$ cat config.mk
export PLATFORM = sky130hd
export DESIGN_NAME = ctrl_sequencer_flat
export DESIGN_NICKNAME = d
export VERILOG_FILES = /design/src/rtl/ctrl_sequencer_pkg.sv /design/src/rtl/ctrl_sequencer_if.sv /design/src/rtl/ctrl_sequencer_mem_wait_timer.sv /design/src/rtl/ctrl_sequencer.sv /design/src/flat_wrapper.sv
export SDC_FILE = /design/constraint.sdc
export NUM_CORES = 1
export LEC_CHECK = 0
export CORE_MARGIN = 3
export CORE_UTILIZATION = 47
export DETAILED_ROUTE_END_ITERATION = 6
export PLACE_DENSITY = 0.85
export SYNTH_ARGS = -nofsm -noshare
export SYNTH_HDL_FRONTEND = slang
export SYNTH_HIERARCHICAL = 1
export SYNTH_SLANG_ARGS = --single-unit
$ cat constraint.sdc
create_clock -name clk -period 2.3 [get_ports clk]
set_input_delay 0.23 -clock clk [delete_from_list [all_inputs] [get_ports clk]]
set_output_delay 0.23 -clock clk [all_outputs]
set_load 0.02 [all_outputs]
$ cat src/rtl/ctrl_sequencer_pkg.sv
// Shared state codes, opcode constants and helpers for the
// accumulator-CPU micro-sequencer.
package ctrl_seq_pkg;

  typedef logic [4:0] state_t;
  typedef logic [2:0] op_t;

  localparam state_t S_RESET = 5'd0;
  localparam state_t S_FETCH = 5'd1;
  localparam state_t S_FRD   = 5'd2;
  localparam state_t S_FXF   = 5'd3;
  localparam state_t S_DEC   = 5'd4;
  localparam state_t S_INC   = 5'd5;
  localparam state_t S_CLA   = 5'd6;
  localparam state_t S_OPA   = 5'd7;
  localparam state_t S_ORD   = 5'd8;
  localparam state_t S_OXF   = 5'd9;
  localparam state_t S_LDW   = 5'd10;
  localparam state_t S_ADW   = 5'd11;
  localparam state_t S_SWR   = 5'd12;
  localparam state_t S_JLD   = 5'd13;
  localparam state_t S_FAULT = 5'd16;

  localparam op_t OP_NOP  = 3'd0;
  localparam op_t OP_INCA = 3'd1;
  localparam op_t OP_CLRA = 3'd2;
  localparam op_t OP_LDA  = 3'd3;
  localparam op_t OP_STA  = 3'd4;
  localparam op_t OP_ADD  = 3'd5;
  localparam op_t OP_JMP  = 3'd6;
  localparam op_t OP_JZ   = 3'd7;

  function automatic logic is_wait(state_t s);
    return (s == S_FRD) || (s == S_ORD) || (s == S_SWR);
  endfunction

endpackage

$ cat src/rtl/ctrl_sequencer_if.sv
// Memory-side bus of the sequencer: address select,
// read/write strobes and the completion ack.
interface ctrl_sequencer_if;
  logic mem_rd;
  logic mem_wr;
  logic addr_sel;
  logic mem_ack;

  modport master (
    output mem_rd,
    output mem_wr,
    output addr_sel,
    input  mem_ack
  );

  modport slave (
    input  mem_rd,
    input  mem_wr,
    input  addr_sel,
    output mem_ack
  );
endinterface

$ cat src/rtl/ctrl_sequencer_mem_wait_timer.sv
// Cycle counter for memory wait states; flags the last
// cycle allowed before the access is declared dead.
module mem_wait_timer #(
  parameter int TIMEOUT = 15
) (
  input  logic clk,
  input  logic rst,
  input  logic clr,
  input  logic en,
  output logic expired
);

  localparam int TW = (TIMEOUT < 2) ? 1 : $clog2(TIMEOUT);

  logic [TW-1:0] cnt;

  always_ff @(posedge clk or posedge rst) begin
    if (rst)
      cnt <= '0;
    else if (clr)
      cnt <= '0;
    else if (en)
      cnt <= cnt + 1'b1;
  end

  // TIMEOUT of zero disables the check entirely
  assign expired = (TIMEOUT != 0) &&
                   (cnt == TW'(TIMEOUT - 1));

endmodule

$ cat src/rtl/ctrl_sequencer.sv
// Moore micro-sequencer for the accumulator CPU: fetch,
// decode, operand access and ACC/PC strobes.
module ctrl_sequencer
  import ctrl_seq_pkg::*;
#(
  parameter int OPC_W        = 3,
  parameter int TIMEOUT      = 15,
  parameter int ACC_LOAD_LOW = 1
) (
  input  logic             clk,
  input  logic             CLR,
  input  logic [OPC_W-1:0] opcode,
  input  logic             acc_zero,
  input  logic             run,
  input  logic             step,
  ctrl_sequencer_if.master mem,
  output logic             pc_clr,
  output logic             pc_inc,
  output logic             pc_load,
  output logic             ir_load,
  output logic             mdr_load,
  output logic             acc_clr,
  output logic             acc_inc,
  output logic             acc_src_alu,
  output logic             acc_load,
  output logic             busy,
  output logic             fault,
  output logic [4:0]       state_dbg
);

  localparam logic LD_IDLE = (ACC_LOAD_LOW != 0);

  state_t state;
  state_t state_n;
  op_t    op_q;
  op_t    dec_op;
  logic   step_pend;
  logic   waiting;
  logic   tmo;
  logic   go;

  // Opcodes wider than 3 bits with any upper bit set are NOPs
  generate
    if (OPC_W > 3) begin : g_wide
      assign dec_op = (|opcode[OPC_W-1:3]) ? OP_NOP
                                           : opcode[2:0];
    end else begin : g_narrow
      assign dec_op = opcode[2:0];
    end
  endgenerate

  assign waiting = is_wait(state);
  assign go      = (state == S_FETCH) && (run || step_pend);

  mem_wait_timer #(
    .TIMEOUT (TIMEOUT)
  ) u_timer (
    .clk     (clk),
    .rst     (CLR),
    .clr     (!waiting),
    .en      (waiting && !mem.mem_ack),
    .expired (tmo)
  );

  always_ff @(posedge clk or posedge CLR) begin
    if (CLR) begin
      state     <= S_RESET;
      op_q      <= OP_NOP;
      step_pend <= 1'b0;
    end else begin
      state     <= state_n;
      step_pend <= step || (step_pend && !go);
      if (state == S_DEC)
        op_q <= dec_op;
    end
  end

  always_comb begin
    state_n = state;
    unique case (state)
      S_RESET: state_n = S_FETCH;
      S_FETCH: if (go) state_n = S_FRD;
      S_FRD: begin
        if (mem.mem_ack)  state_n = S_FXF;
        else if (tmo)     state_n = S_FAULT;
      end
      S_FXF: state_n = S_DEC;
      S_DEC: begin
        unique case (dec_op)
          OP_NOP:  state_n = S_FETCH;
          OP_INCA: state_n = S_INC;
          OP_CLRA: state_n = S_CLA;
          OP_JZ:   state_n = acc_zero ? S_OPA : S_FETCH;
          default: state_n = S_OPA;
        endcase
      end
      S_INC: state_n = S_FETCH;
      S_CLA: state_n = S_FETCH;
      S_OPA: begin
        unique case (op_q)
          OP_LDA,
          OP_ADD:  state_n = S_ORD;
          OP_STA:  state_n = S_SWR;
          default: state_n = S_JLD;
        endcase
      end
      S_ORD: begin
        if (mem.mem_ack)  state_n = S_OXF;
        else if (tmo)     state_n = S_FAULT;
      end
      S_OXF: state_n = (op_q == OP_ADD) ? S_ADW : S_LDW;
      S_LDW: state_n = S_FETCH;
      S_ADW: state_n = S_FETCH;
      S_SWR: begin
        if (mem.mem_ack)  state_n = S_FETCH;
        else if (tmo)     state_n = S_FAULT;
      end
      S_JLD:   state_n = S_FETCH;
      S_FAULT: state_n = S_FAULT;
      default: state_n = S_RESET;
    endcase
  end

  always_comb begin
    pc_clr       = 1'b0;
    pc_inc       = 1'b0;
    pc_load      = 1'b0;
    ir_load      = 1'b0;
    mdr_load     = 1'b0;
    mem.addr_sel = 1'b0;
    mem.mem_rd   = 1'b0;
    mem.mem_wr   = 1'b0;
    acc_clr      = 1'b0;
    acc_inc      = 1'b0;
    acc_src_alu  = 1'b0;
    acc_load     = LD_IDLE;
    busy         = 1'b1;
    fault        = 1'b0;
    unique case (state)
      S_RESET: pc_clr = 1'b1;
      S_FETCH: busy = 1'b0;
      S_FRD:   mem.mem_rd = 1'b1;
      S_FXF:   mdr_load = 1'b1;
      S_DEC: begin
        ir_load = 1'b1;
        pc_inc  = 1'b1;
      end
      S_INC:   acc_inc = 1'b1;
      S_CLA:   acc_clr = 1'b1;
      S_OPA:   mem.addr_sel = 1'b1;
      S_ORD: begin
        mem.addr_sel = 1'b1;
        mem.mem_rd   = 1'b1;
      end
      S_OXF: begin
        mem.addr_sel = 1'b1;
        mdr_load     = 1'b1;
      end
      S_LDW:   acc_load = !LD_IDLE;
      S_ADW: begin
        acc_src_alu = 1'b1;
        acc_load    = !LD_IDLE;
      end
      S_SWR: begin
        mem.addr_sel = 1'b1;
        mem.mem_wr   = 1'b1;
      end
      S_JLD:   pc_load = 1'b1;
      S_FAULT: fault = 1'b1;
      default: ;
    endcase
  end

  assign state_dbg = state;

endmodule

$ cat src/flat_wrapper.sv
// flat-port wrapper written by rule: the top's interface ports become plain ports
module ctrl_sequencer_flat import ctrl_seq_pkg::*;
#(
  parameter int OPC_W        = 3,
  parameter int TIMEOUT      = 15,
  parameter int ACC_LOAD_LOW = 1
)
  (clk, CLR, opcode, acc_zero, run, step, pc_clr, pc_inc, pc_load, ir_load, mdr_load, acc_clr, acc_inc, acc_src_alu, acc_load, busy, fault, state_dbg, mem_mem_rd, mem_mem_wr, mem_addr_sel, mem_mem_ack);
  ctrl_sequencer_if mem_i ();
  input  logic clk;
  input  logic CLR;
  input  logic [OPC_W-1:0] opcode;
  input  logic acc_zero;
  input  logic run;
  input  logic step;
  output logic pc_clr;
  output logic pc_inc;
  output logic pc_load;
  output logic ir_load;
  output logic mdr_load;
  output logic acc_clr;
  output logic acc_inc;
  output logic acc_src_alu;
  output logic acc_load;
  output logic busy;
  output logic fault;
  output logic [4:0] state_dbg;
  output wire logic [$bits(mem_i.mem_rd)-1:0] mem_mem_rd;
  output wire logic [$bits(mem_i.mem_wr)-1:0] mem_mem_wr;
  output wire logic [$bits(mem_i.addr_sel)-1:0] mem_addr_sel;
  input wire logic [$bits(mem_i.mem_ack)-1:0] mem_mem_ack;
  assign mem_mem_rd = mem_i.mem_rd;
  assign mem_mem_wr = mem_i.mem_wr;
  assign mem_addr_sel = mem_i.addr_sel;
  assign mem_i.mem_ack = mem_mem_ack;
  ctrl_sequencer #(.OPC_W(OPC_W), .TIMEOUT(TIMEOUT), .ACC_LOAD_LOW(ACC_LOAD_LOW)) u_core (.clk(clk), .CLR(CLR), .opcode(opcode), .acc_zero(acc_zero), .run(run), .step(step), .mem(mem_i), .pc_clr(pc_clr), .pc_inc(pc_inc), .pc_load(pc_load), .ir_load(ir_load), .mdr_load(mdr_load), .acc_clr(acc_clr), .acc_inc(acc_inc), .acc_src_alu(acc_src_alu), .acc_load(acc_load), .busy(busy), .fault(fault), .state_dbg(state_dbg));
endmodule
==> results.yml <==
critical_path:
  crit_required_ns: 2.07
  crit_type: "flop to output pin"
  critPathLaunchType: "flop"
  worstPathMaxFanout: 12
  cp-end-kind: "output pin"
  cp_data_arrival_time_ns: 1.92
layout:
  syn2layout_area_growth_pct: 36.2
  n_fill_cell: 142
  nets: 157
  layout-drive-gt1-share_pct: 15.9
  n_antenna_cell: 0
sta:
  setup-violations-final: 0
  slew_viol_final: 0
  fin_skew_ns: 0.00128
  fmax_ghz: 0.465
  hold_viol: 0
  setup_tns_ns: 0
  worstMarginPinSlew_ns: 0.434
  rsz0062_at_grt: "no"
  final.period_utilization_pct: 93.5
  min_period_ns: 2.15
  maxSlewHeadroom_pct: 71.1
synthesis:
  yosys-top-cells-area: "dfrtp_1 33%, nor2_1 6.0%, mux2_2 3.4%"
  synthAdderAreaFrac_pct: 2.50
  synth_top_family_by_area: "simple AND/OR/NAND/NOR gates"
  yosys.area_share.simple_pct: 32.4
  synth_compound_area_share_pct: 16.3
  avgSynthCellArea_um2: 8.77
  ys_seq_elements: 13
  synth_area_leader_cell: "dfrtp_1"
  ys_seq_area_share_pct: 32.5
  synth_top_area_share_pct: 32.5
  synth_edf_count: 0
  synth-xor-area-share_pct: 1.75
  synthArstFlopShare_pct: 100
  muxShareOfSynthArea_pct: 7.88
  yosysUniqueCellTypes: 45
  synth.most_common_cell: "nor2_1"
  ys_warn_count: 6
  syn_nets: 125
  synth_common_cells: "16 x nor2_1, 13 x dfrtp_1, 6 x inv_1"
  synth.cell_area_um2: 1000
  ys.flop_type: "dfrtp_1"
  synth_cells: 114
run:
  drv_cap: 0
clock_network:
  htree_levels: 1
  cts_sinks: 13
  cts_tree: "yes"
  post-cts-setup-buffers: 0
  cts.clk_slew.worst_paths_ns: 0.07
  cts_made_buffers: 3
  cts_max_path_buffers: 2
  clkLatencyLatePin_ns: 0.28
  root_buffer: "clkbuf_4"
drt:
  drc: 0
  wl_met2_um: 1170
  wl_per_cell_um: 14.2
  wl_met1_um: 1090
  wl_um: 2450
  route.met3.wl_um: 141
  drt_iter0_drc: 21
  ant_nets: 0
  dr.pass1.iters: 4
  vias_per_cell: 5.59
  vias: 961
  routed.top_layer: "met4"
power_and_ir_drop:
  power_w: 0.00139
  cellLeakagePower_nw: 0.715
  vdd_drop_max_mv: 0.693
  cellPowerDensity_nw_per_um2: 1020
floorplan:
  fp.dieH_um: 52.1
  dieWidth_um: 52.1
  initial_core_util_pct: 50.4
  dieArea_um2: 2720
  ios: 28
  rows: 16
  coreArea_um2: 1980
grt:
  track_usage_pct: 20.0
  grt_max_degree: 17
  grt_pass1_vias: 879
  grt_first_pass_wirelength_um: 3930
  grt-ovfl-total: 0
  antenna_found_initial: 0
place:
  gp_routability_congestion: 0.861
  hpwlAfterDp_um: 1850
  portBuffers: 27
worst_hold_path:
  hold_class: "primary input to asynchronous set/reset pin"
outcome:
  status: "completed"
-- state kept, by name, indices dropped and copies added (netlist names) --
name / count
u_core/state_dbg: 5
u_core/step_pend: 1
u_core/u_timer/cnt: 4
u_core/op_q: 3
-- worst paths after layout --
check / depth (start not counted) / slack, ns / end / startpoint
max: 4 / 0.15 / mem_addr_sel / u_core/state_dbg[3]
min: 2 / 0.14 / u_core/u_timer/cnt[0] / CLR
max reg2reg: 5 / 0.62 / u_core/u_timer/cnt[3] / u_core/state_dbg[3]
min reg2reg: 1 / 0.55 / u_core/step_pend / u_core/step_pend
max in group asynchronous: 2 / 1.77 / u_core/state_dbg[1] / CLR
min in group clk: 2 / 0.50 / u_core/step_pend / step
-- worst max-delay path, stage by stage (launching register included) --
cell	delay (ns)
dfrtp_1	0.61
and2b_4	0.26
mux2i_1	0.08
nor2_1	0.08
clkdlybuf4s50_1	0.60
-- logic make-up after synthesis --
kind of cell,after synthesis
compound gates,23
buf+inv,12
simple gates,55
mux,7
fa+ha+maj,2
flops,13
xor+xnor,2
-- where the power goes --
group | switching (W) | internal, W
registers | 0.000139 | 0.000296
clock network | 0.0000765 | 0.0000675
logic | 0.000408 | 0.000404
total | 0.000623 | 0.000768
-- layer usage --
metal  global-route usage (%)  vias up
li1                         -      475
met1                     24.3      443
met2                     32.8       38
met4                     10.9        0
met5                        0        -
met3                     3.72        5
-- metrics by stage --
stage	setup slack [ns]	utilization (%)	hold WS [ns]	std cells	area (um2)
after global routing	0.0546	68.7	0.140	172	1360
after floorplan	0.484	-	-0.00392	114	1000
after global placement	0.342	65.8	0.445	168	1310
after CTS	0.000800	67.2	0.132	172	1330
after detailed placement	0.292	65.8	0.449	168	1310
final	0.149	68.7	0.138	172	1360
-- layout by cell type (no fill, tap or decap), drive strengths merged, types with 2 or more instances in the layout --
cell,instances
nor3b,6
nand3,4
buf,6
nor2,16
mux2,4
nand2b,3
a21oi,4
nand2,6
o21ai,5
clkbuf,4
o31ai,3
clkdlybuf4s50,19
dlymetal6s2s,8
and3,4
inv,6
dfrtp,13
mux2i,3
a31oi,2
ha,2
nor2b,3
and2b,2
nor4,3
-- repair_timing --
action	in CTS	in global routing
endpoints found under the hold margin	0	0
setup endpoints to repair	4	5
gates resized for setup	1	10
hold buffers	0	0
-- layout make-up --
cell class	instances	area, um2	share of cell area [%]
Multi-Input combinational cell	89	617	45.3
Timing Repair Buffer	33	335	24.6
Sequential cell	13	327	24.0
Tap cell	27	33.8	2.48
Clock buffer	4	26.3	1.93
Inverter	6	22.5	1.65
Power figures use the tool's default switching activity.
